## src/rtl/snake_pkg.sv

```systemverilog
// Shared definitions for the snake game: direction codes, controller
// states, button bit positions and the opposite-direction helper.
// Reused by the direction controller, snake body and collision logic.
package snake_pkg;

    typedef logic [1:0] dir_t;

    localparam dir_t DIR_UP    = 2'b00;
    localparam dir_t DIR_DOWN  = 2'b01;
    localparam dir_t DIR_LEFT  = 2'b10;
    localparam dir_t DIR_RIGHT = 2'b11;

    typedef enum logic [1:0] {
        ST_IDLE  = 2'b00,
        ST_RUN   = 2'b01,
        ST_PAUSE = 2'b10
    } state_e;

    // Bit positions inside the packed {middle, up, down, left, right} vector.
    localparam int BTN_MID   = 4;
    localparam int BTN_UP    = 3;
    localparam int BTN_DOWN  = 2;
    localparam int BTN_LEFT  = 1;
    localparam int BTN_RIGHT = 0;
    localparam int NUM_BTN   = 5;

    localparam int TURBO_W = 20;

    // Opposite direction stays on the same axis and flips the sign bit.
    function automatic dir_t opposite(input dir_t d);
        return {d[1], ~d[0]};
    endfunction

endpackage

```

## src/rtl/snake_dir_ctrl_if.sv

```systemverilog
// Button/step inputs and direction/status outputs of snake_dir_ctrl.
// master: the side driving buttons and ticks; slave: the controller.
// Optional turbo output exists only when SNAKE_DIR_TURBO_EN is defined.
interface snake_dir_ctrl_if #(
    parameter int DEPTH = 2
);
    localparam int CNT_W = $clog2(DEPTH) + 1;

    logic             middle;
    logic             up;
    logic             down;
    logic             left;
    logic             right;
    logic             step;
    logic             game_over;
    logic [1:0]       dir;
    logic             dir_chg;
    logic             start;
    logic             running;
    logic             paused;
    logic [CNT_W-1:0] q_count;
    logic             drop;
`ifdef SNAKE_DIR_TURBO_EN
    logic             turbo;
`endif

    modport master (
        output middle, up, down, left, right, step, game_over,
        input  dir, dir_chg, start, running, paused, q_count, drop
`ifdef SNAKE_DIR_TURBO_EN
        , input turbo
`endif
    );

    modport slave (
        input  middle, up, down, left, right, step, game_over,
        output dir, dir_chg, start, running, paused, q_count, drop
`ifdef SNAKE_DIR_TURBO_EN
        , output turbo
`endif
    );

endinterface

```

## src/rtl/dir_fifo.sv

```systemverilog
// Small synchronous FIFO for queued turn requests. Exposes both head
// (next entry to apply) and tail (most recent request) so the caller
// can validate a new request against the last queued one. A push while
// full is accepted only when a pop frees a slot in the same cycle.
module dir_fifo #(
    parameter int DEPTH = 2,
    parameter int WIDTH = 2
) (
    input  logic                       clk,
    input  logic                       rst_n,
    input  logic                       flush_i,
    input  logic                       push_i,
    input  logic [WIDTH-1:0]           push_data_i,
    input  logic                       pop_i,
    output logic [WIDTH-1:0]           head_o,
    output logic [WIDTH-1:0]           tail_o,
    output logic                       full_o,
    output logic                       empty_o,
    output logic [$clog2(DEPTH):0]     count_o
);
    localparam int PTR_W = $clog2(DEPTH);
    localparam int CNT_W = PTR_W + 1;

    logic [WIDTH-1:0] mem_q [DEPTH];
    logic [PTR_W-1:0] rd_ptr_q;
    logic [PTR_W-1:0] wr_ptr_q;
    logic [CNT_W-1:0] count_q;
    logic [CNT_W-1:0] count_d;
    logic             do_push;
    logic             do_pop;

    assign full_o  = (count_q == CNT_W'(DEPTH));
    assign empty_o = (count_q == '0);
    assign count_o = count_q;
    assign head_o  = mem_q[rd_ptr_q];
    assign tail_o  = mem_q[wr_ptr_q - PTR_W'(1)];

    assign do_pop  = pop_i && !empty_o;
    assign do_push = push_i && (!full_o || do_pop);

    // Occupancy follows push/pop; simultaneous push and pop leave it unchanged.
    always_comb begin
        count_d = count_q;
        case ({do_push, do_pop})
            2'b10:   count_d = count_q + CNT_W'(1);
            2'b01:   count_d = count_q - CNT_W'(1);
            default: count_d = count_q;
        endcase
    end

    // Pointers and count; flush empties the queue without touching storage.
    always_ff @(posedge clk) begin
        if (!rst_n) begin
            rd_ptr_q <= '0;
            wr_ptr_q <= '0;
            count_q  <= '0;
        end else if (flush_i) begin
            rd_ptr_q <= '0;
            wr_ptr_q <= '0;
            count_q  <= '0;
        end else begin
            if (do_push) wr_ptr_q <= wr_ptr_q + PTR_W'(1);
            if (do_pop)  rd_ptr_q <= rd_ptr_q + PTR_W'(1);
            count_q <= count_d;
        end
    end

    // Storage write; entries are only read when count says they are valid.
    always_ff @(posedge clk) begin
        if (do_push && !flush_i) mem_q[wr_ptr_q] <= push_data_i;
    end

endmodule

```

## src/rtl/snake_dir_ctrl.sv

```systemverilog
// Snake direction and run/pause controller.
// Button levels are edge-detected into registered press pulses; direction
// presses are arbitrated (up > down > left > right), checked against the
// last queued direction and queued in dir_fifo. One queued turn is applied
// per game step while running. Middle toggles IDLE->RUN->PAUSE->RUN and
// game_over returns to IDLE with the queue flushed.
// Optional feature macro: SNAKE_DIR_TURBO_EN (adds the turbo output).
//
// state    | meaning
// ST_IDLE  | waiting for middle press to start a game
// ST_RUN   | game running, turns queued and applied on step
// ST_PAUSE | game paused, direction presses and steps ignored
module snake_dir_ctrl
    import snake_pkg::*;
#(
    parameter int   DEPTH    = 2,
    parameter dir_t DIR_INIT = DIR_RIGHT
) (
    input  logic            clk,
    input  logic            rst_n,
    snake_dir_ctrl_if.slave bus
);
    localparam int CNT_W = $clog2(DEPTH) + 1;

    logic [NUM_BTN-1:0] level;
    logic [NUM_BTN-1:0] prev_q;
    logic [NUM_BTN-1:0] press_q;

    state_e     state_q, state_d;
    dir_t       dir_q, dir_d;
    logic       dir_chg_q, dir_chg_d;
    logic       start_q, start_d;
    logic       drop_q, drop_d;

    logic       req_vld;
    dir_t       req_dir;
    dir_t       ref_dir;

    logic       fifo_push;
    logic       fifo_pop;
    logic       fifo_flush;
    dir_t       fifo_head;
    dir_t       fifo_tail;
    logic       fifo_full;
    logic       fifo_empty;
    logic [CNT_W-1:0] fifo_count;

    assign level = {bus.middle, bus.up, bus.down, bus.left, bus.right};

    // Press detection; previous levels reset high so held buttons need a release.
    always_ff @(posedge clk) begin
        if (!rst_n) begin
            prev_q  <= '1;
            press_q <= '0;
        end else begin
            prev_q  <= level;
            press_q <= level & ~prev_q;
        end
    end

    // Pick a single direction request; ties resolved up > down > left > right.
    always_comb begin
        req_vld = |press_q[BTN_UP:BTN_RIGHT];
        req_dir = DIR_RIGHT;
        if (press_q[BTN_UP])        req_dir = DIR_UP;
        else if (press_q[BTN_DOWN]) req_dir = DIR_DOWN;
        else if (press_q[BTN_LEFT]) req_dir = DIR_LEFT;
        ref_dir = fifo_empty ? dir_q : fifo_tail;
    end

    // Next state, queue control and output pulses.
    always_comb begin
        state_d    = state_q;
        dir_d      = dir_q;
        dir_chg_d  = 1'b0;
        start_d    = 1'b0;
        drop_d     = 1'b0;
        fifo_push  = 1'b0;
        fifo_pop   = 1'b0;
        fifo_flush = 1'b0;

        if (bus.game_over) begin
            state_d    = ST_IDLE;
            dir_d      = DIR_INIT;
            fifo_flush = 1'b1;
        end else begin
            if (state_q == ST_RUN && bus.step && !fifo_empty) begin
                fifo_pop  = 1'b1;
                dir_d     = fifo_head;
                dir_chg_d = 1'b1;
            end
            // Reference is the pre-pop tail, so a same-cycle pop does not shift it.
            if (state_q == ST_RUN && req_vld) begin
                if (req_dir == ref_dir || req_dir == opposite(ref_dir)) begin
                    drop_d = 1'b1;
                end else if (fifo_full && !fifo_pop) begin
                    drop_d = 1'b1;
                end else begin
                    fifo_push = 1'b1;
                end
            end
            case (state_q)
                ST_IDLE: begin
                    if (press_q[BTN_MID]) begin
                        state_d = ST_RUN;
                        start_d = 1'b1;
                    end
                end
                ST_RUN: begin
                    if (press_q[BTN_MID]) state_d = ST_PAUSE;
                end
                ST_PAUSE: begin
                    if (press_q[BTN_MID]) state_d = ST_RUN;
                end
                default: state_d = ST_IDLE;
            endcase
        end
    end

    // State, direction and pulse registers.
    always_ff @(posedge clk) begin
        if (!rst_n) begin
            state_q   <= ST_IDLE;
            dir_q     <= DIR_INIT;
            dir_chg_q <= 1'b0;
            start_q   <= 1'b0;
            drop_q    <= 1'b0;
        end else begin
            state_q   <= state_d;
            dir_q     <= dir_d;
            dir_chg_q <= dir_chg_d;
            start_q   <= start_d;
            drop_q    <= drop_d;
        end
    end

    dir_fifo #(
        .DEPTH (DEPTH),
        .WIDTH (2)
    ) u_dir_fifo (
        .clk         (clk),
        .rst_n       (rst_n),
        .flush_i     (fifo_flush),
        .push_i      (fifo_push),
        .push_data_i (req_dir),
        .pop_i       (fifo_pop),
        .head_o      (fifo_head),
        .tail_o      (fifo_tail),
        .full_o      (fifo_full),
        .empty_o     (fifo_empty),
        .count_o     (fifo_count)
    );

    assign bus.dir     = dir_q;
    assign bus.dir_chg = dir_chg_q;
    assign bus.start   = start_q;
    assign bus.running = (state_q == ST_RUN);
    assign bus.paused  = (state_q == ST_PAUSE);
    assign bus.q_count = fifo_count;
    assign bus.drop    = drop_q;

`ifdef SNAKE_DIR_TURBO_EN
    logic [TURBO_W-1:0] turbo_cnt_q;
    logic               dir_held;

    // Level of the button that matches the current direction.
    always_comb begin
        dir_held = 1'b0;
        case (dir_q)
            DIR_UP:   dir_held = bus.up;
            DIR_DOWN: dir_held = bus.down;
            DIR_LEFT: dir_held = bus.left;
            default:  dir_held = bus.right;
        endcase
    end

    // Saturating hold counter, cleared on release, turn or leaving RUN.
    always_ff @(posedge clk) begin
        if (!rst_n) begin
            turbo_cnt_q <= '0;
        end else if (state_q != ST_RUN || !dir_held || dir_d != dir_q) begin
            turbo_cnt_q <= '0;
        end else if (turbo_cnt_q != '1) begin
            turbo_cnt_q <= turbo_cnt_q + TURBO_W'(1);
        end
    end

    assign bus.turbo = (state_q == ST_RUN) && dir_held && (turbo_cnt_q == '1);
`endif

endmodule
```

## src/flat_wrapper.sv

```systemverilog
// flat-port wrapper written by rule: the top's interface ports become plain ports
module snake_dir_ctrl_flat import snake_pkg::*;
#(
    parameter int   DEPTH    = 2,
    parameter dir_t DIR_INIT = DIR_RIGHT
)
  (clk, rst_n, bus_middle, bus_up, bus_down, bus_left, bus_right, bus_step, bus_game_over, bus_dir, bus_dir_chg, bus_start, bus_running, bus_paused, bus_q_count, bus_drop);
  snake_dir_ctrl_if #(.DEPTH(DEPTH)) bus_i ();
  input  logic clk;
  input  logic rst_n;
  input wire logic [$bits(bus_i.middle)-1:0] bus_middle;
  input wire logic [$bits(bus_i.up)-1:0] bus_up;
  input wire logic [$bits(bus_i.down)-1:0] bus_down;
  input wire logic [$bits(bus_i.left)-1:0] bus_left;
  input wire logic [$bits(bus_i.right)-1:0] bus_right;
  input wire logic [$bits(bus_i.step)-1:0] bus_step;
  input wire logic [$bits(bus_i.game_over)-1:0] bus_game_over;
  output wire logic [$bits(bus_i.dir)-1:0] bus_dir;
  output wire logic [$bits(bus_i.dir_chg)-1:0] bus_dir_chg;
  output wire logic [$bits(bus_i.start)-1:0] bus_start;
  output wire logic [$bits(bus_i.running)-1:0] bus_running;
  output wire logic [$bits(bus_i.paused)-1:0] bus_paused;
  output wire logic [$bits(bus_i.q_count)-1:0] bus_q_count;
  output wire logic [$bits(bus_i.drop)-1:0] bus_drop;
  assign bus_i.middle = bus_middle;
  assign bus_i.up = bus_up;
  assign bus_i.down = bus_down;
  assign bus_i.left = bus_left;
  assign bus_i.right = bus_right;
  assign bus_i.step = bus_step;
  assign bus_i.game_over = bus_game_over;
  assign bus_dir = bus_i.dir;
  assign bus_dir_chg = bus_i.dir_chg;
  assign bus_start = bus_i.start;
  assign bus_running = bus_i.running;
  assign bus_paused = bus_i.paused;
  assign bus_q_count = bus_i.q_count;
  assign bus_drop = bus_i.drop;
  snake_dir_ctrl #(.DEPTH(DEPTH), .DIR_INIT(DIR_INIT)) u_core (.clk(clk), .rst_n(rst_n), .bus(bus_i));
endmodule
```

## config.mk

```make
export PLATFORM = sky130hd
export DESIGN_NAME = snake_dir_ctrl_flat
export DESIGN_NICKNAME = d
export VERILOG_FILES = /design/src/rtl/snake_pkg.sv /design/src/rtl/snake_dir_ctrl_if.sv /design/src/rtl/dir_fifo.sv /design/src/rtl/snake_dir_ctrl.sv /design/src/flat_wrapper.sv
export SDC_FILE = /design/constraint.sdc
export NUM_CORES = 1
export LEC_CHECK = 0
export ABC_AREA = 1
export CORE_MARGIN = 2
export CORE_UTILIZATION = 25
export DETAILED_ROUTE_END_ITERATION = 16
export GPL_ROUTABILITY_DRIVEN = 0
export HOLD_SLACK_MARGIN = 0.06
export SYNTH_ARGS = -nofsm -noshare
export SYNTH_HDL_FRONTEND = slang
export SYNTH_HIERARCHICAL = 1
export SYNTH_SLANG_ARGS = --single-unit
```

## constraint.sdc

```tcl
create_clock -name clk -period 3.3 [get_ports clk]
set_clock_uncertainty 0.15 [all_clocks]
set_input_delay 0.66 -clock clk [delete_from_list [all_inputs] [get_ports clk]]
set_output_delay 0.66 -clock clk [all_outputs]
set_load 0.02 [all_outputs]
```

==> summary.md <==
| Metric | Value |
|---|---|
| Result of the run | `finished clean` |
| Mapped cell area | `1110 um2` |
| Final #Nets | `169` |
| Aggregate negative setup slack | `0 ns` |
| Area of the core | `4290 um2` |
| Slew at the pin with the worst max-slew slack | `0.344 ns` |
| End point of the most critical hold path | `u_core/press_q[1]` |
| Worst hold start | `u_core/prev_q[1]` |
| Worst Hold Depth | `1` |
| Wire length after detailed routing | `2.06 mm` |
| Kind of launch point of the worst setup path | `input pin` |
| Final Hold Viols | `0` |
| Power per cell area | `406 nW/um2` |
| Non-Filler Cell Area, Final | `1400 um2` |
| Standby leakage power | `0.000568 uW` |
| Unrepaired setup endpoints after global routing | `no` |
| Post-detailed-route wirelength per cell | `9.78 um` |
| DR vias | `885` |
| Area added between synthesis and finish | `26.2%` |
| CP Max Fanout | `4` |
| Beginning of the worst register-to-register path | `u_core/u_dir_fifo/count_o[1]` |
| Crit path kind | `input pin to flop` |
| Initial antenna violation count | `0` |
| Post-detailed-route via-to-cell ratio | `4.19` |
| Port Buffers | `17` |
| Vertical extent of the die | `70.5 um` |
| Number of gates given a new drive strength after cts | `0` |
| Number of max-cap violations | `0` |
| Endpoint of the worst register-to-register path | `u_core/u_dir_fifo/mem_q[0][0]` |
| Number of buffers on the longest clock path | `2` |
| Total of fill cells in the finished design | `460` |
| Clock latency of the later-clocked register in the worst-skew pair | `0.27 ns` |
| Number of failing setup endpoints in the final timing report | `0` |
| Number of buffers created by CTS | `3` |
| Average instance area after synthesis | `8.01 um2` |
| Peak ir drop on the vdd network | `0.190 mV` |
| Number of pins with negative max-slew slack in the final report | `0` |
| Number of warnings issued by yosys | `6` |
| Crit path required time | `3.09 ns` |
| Row cnt | `24` |
| First-iteration detailed-routing DRC count | `27` |
| Number of buffers inserted for hold repair after clock tree synthesis | `0` |
| Number of detailed-route iterations in the first pass | `4` |
| CTS tree | `done` |
| First-pass GRT wire length | `3.60 mm` |
| Post-route DRC | `0` |
| Share of post-route cells with drive strength above 1 | `13.8%` |
| Buffer count from post-CTS setup fixing | `0` |
| Half-perimeter wire length after placement | `1.59 mm` |
| Width of the die | `70.5 um` |
| Hold/Removal Path Class | `flop to flop` |
| Number of cells produced by synthesis | `138` |
| Maximum number of pins on one net before global-route repair | `15` |
| Max Fclk | `408 MHz` |
| Standard cell area after detailed placement | `1340 um2` |
| Total track usage | `9.25%` |
| Die Area | `4970 um2` |
| Signal arrival time at the worst endpoint | `2.24 ns` |
| CP Capture Type | `flop` |
| Syn nets | `147` |
| Period minus WS final | `2.45 ns` |
| Residual overflow from global routing | `0` |
| Share of the cycle needed by the critical path after routing | `74.2%` |
| Diodes inserted | `0` |
| Number of global-route vias before repair | `855` |
| R2r setup slk | `1.03 ns` |
| Tightest slew margin relative to the limit | `76.9%` |
| Clock sink total | `26` |
| Number of top-level design ports | `18` |
| Initial standard-cell utilization of the core | `25.8%` |
| Worst Reg-to-Reg Cells | `10` |
| Clock transition at path regs | `0.09 ns` |
| Count of antenna-violating nets left after detailed routing | `0` |
| Clock Root Buffer | `clkbuf_8` |
| Depth of the CTS H-tree | `1` |
==> state kept, by name (all words and copies together) (netlist names), named ones only <==
signal	cells
u_core/prev_q	5
u_core/bus.start	1
u_core/u_dir_fifo/rd_ptr_q	1
u_core/bus.drop	1
u_core/state_q	2
u_core/press_q	5
u_core/u_dir_fifo/mem_q	4
u_core/bus.dir	2
u_core/u_dir_fifo/wr_ptr_q	1
u_core/u_dir_fifo/count_o	2
u_core/bus.dir_chg	1
==> cell type report <==
cell class                      instances  area, um2  share of cell area (%)
Clock buffer                            4       55.1                    3.94
Tap cell                               52       65.1                    4.66
Sequential cell                        26        561                    40.1
Multi-Input combinational cell         81        427                    30.6
Inverter                               31        119                    8.51
Timing Repair Buffer                   17        170                    12.2
==> worst max path at each step <==
stage / start / to / depth (start not counted)
6_report: bus_step / u_core/u_dir_fifo/mem_q[0][0] / 9
2_1_floorplan: u_core/u_dir_fifo/count_o[1] / u_core/u_dir_fifo/mem_q[0][0] / 10
5_1_grt: bus_step / u_core/u_dir_fifo/mem_q[0][1] / 9
4_1_cts: bus_step / u_core/u_dir_fifo/mem_q[0][1] / 9
3_5_place_dp: bus_step / u_core/u_dir_fifo/mem_q[0][0] / 9
3_3_place_gp: bus_step / u_core/u_dir_fifo/mem_q[0][0] / 9
==> per-layer routing <==
layer | global-route usage, % | part of all wire, %
met5 | 0 | 0
met1 | 11.0 | 46
met2 | 16.6 | 49
met4 | 2.35 | 0.39
met3 | 2.31 | 4.3
==> worst max-delay path, stage by stage <==
cell             delay (ns)
clkdlybuf4s50_1        0.49
inv_1                  0.04
nor2_1                 0.10
nand2_2                0.10
nor2_1                 0.27
inv_1                  0.10
nand3_1                0.09
nand2_1                0.09
nor3_1                 0.29
==> stage by stage <==
| stage | power (uW) | util (%) | hold slack, ns | setup slack, ns | cells |
|---|---|---|---|---|---|
| after floorplan | 352 | - | 0.225 | 1.20 | 138 |
| after global placement | 369 | 31.2 | 0.229 | 0.689 | 207 |
| after detailed placement | 369 | 31.2 | 0.236 | 0.584 | 207 |
| after CTS | 573 | 32.5 | 0.249 | 0.871 | 211 |
| after global routing | 596 | 32.5 | 0.260 | 0.700 | 211 |
| final | 567 | 32.5 | 0.246 | 0.851 | 211 |
==> placed cells by master (no fill, tap or decap), drive strengths merged <==
cell type and n:
inv 31, nor3 8, o211ai 1, edfxtp 4, o21ai 7, a31oi 1
clkbuf 4, nand3 11, nor2 16, clkdlybuf4s50 17, nand2 28, or2 1
dfxtp 22, a21oi 8
==> where the power goes <==
part / internal (uW) / switching [uW]
logic: 15.2 / 17.6
clock network: 107 / 99.3
registers: 326 / 2.27
Note: power is estimated with default switching activity, not from simulation.
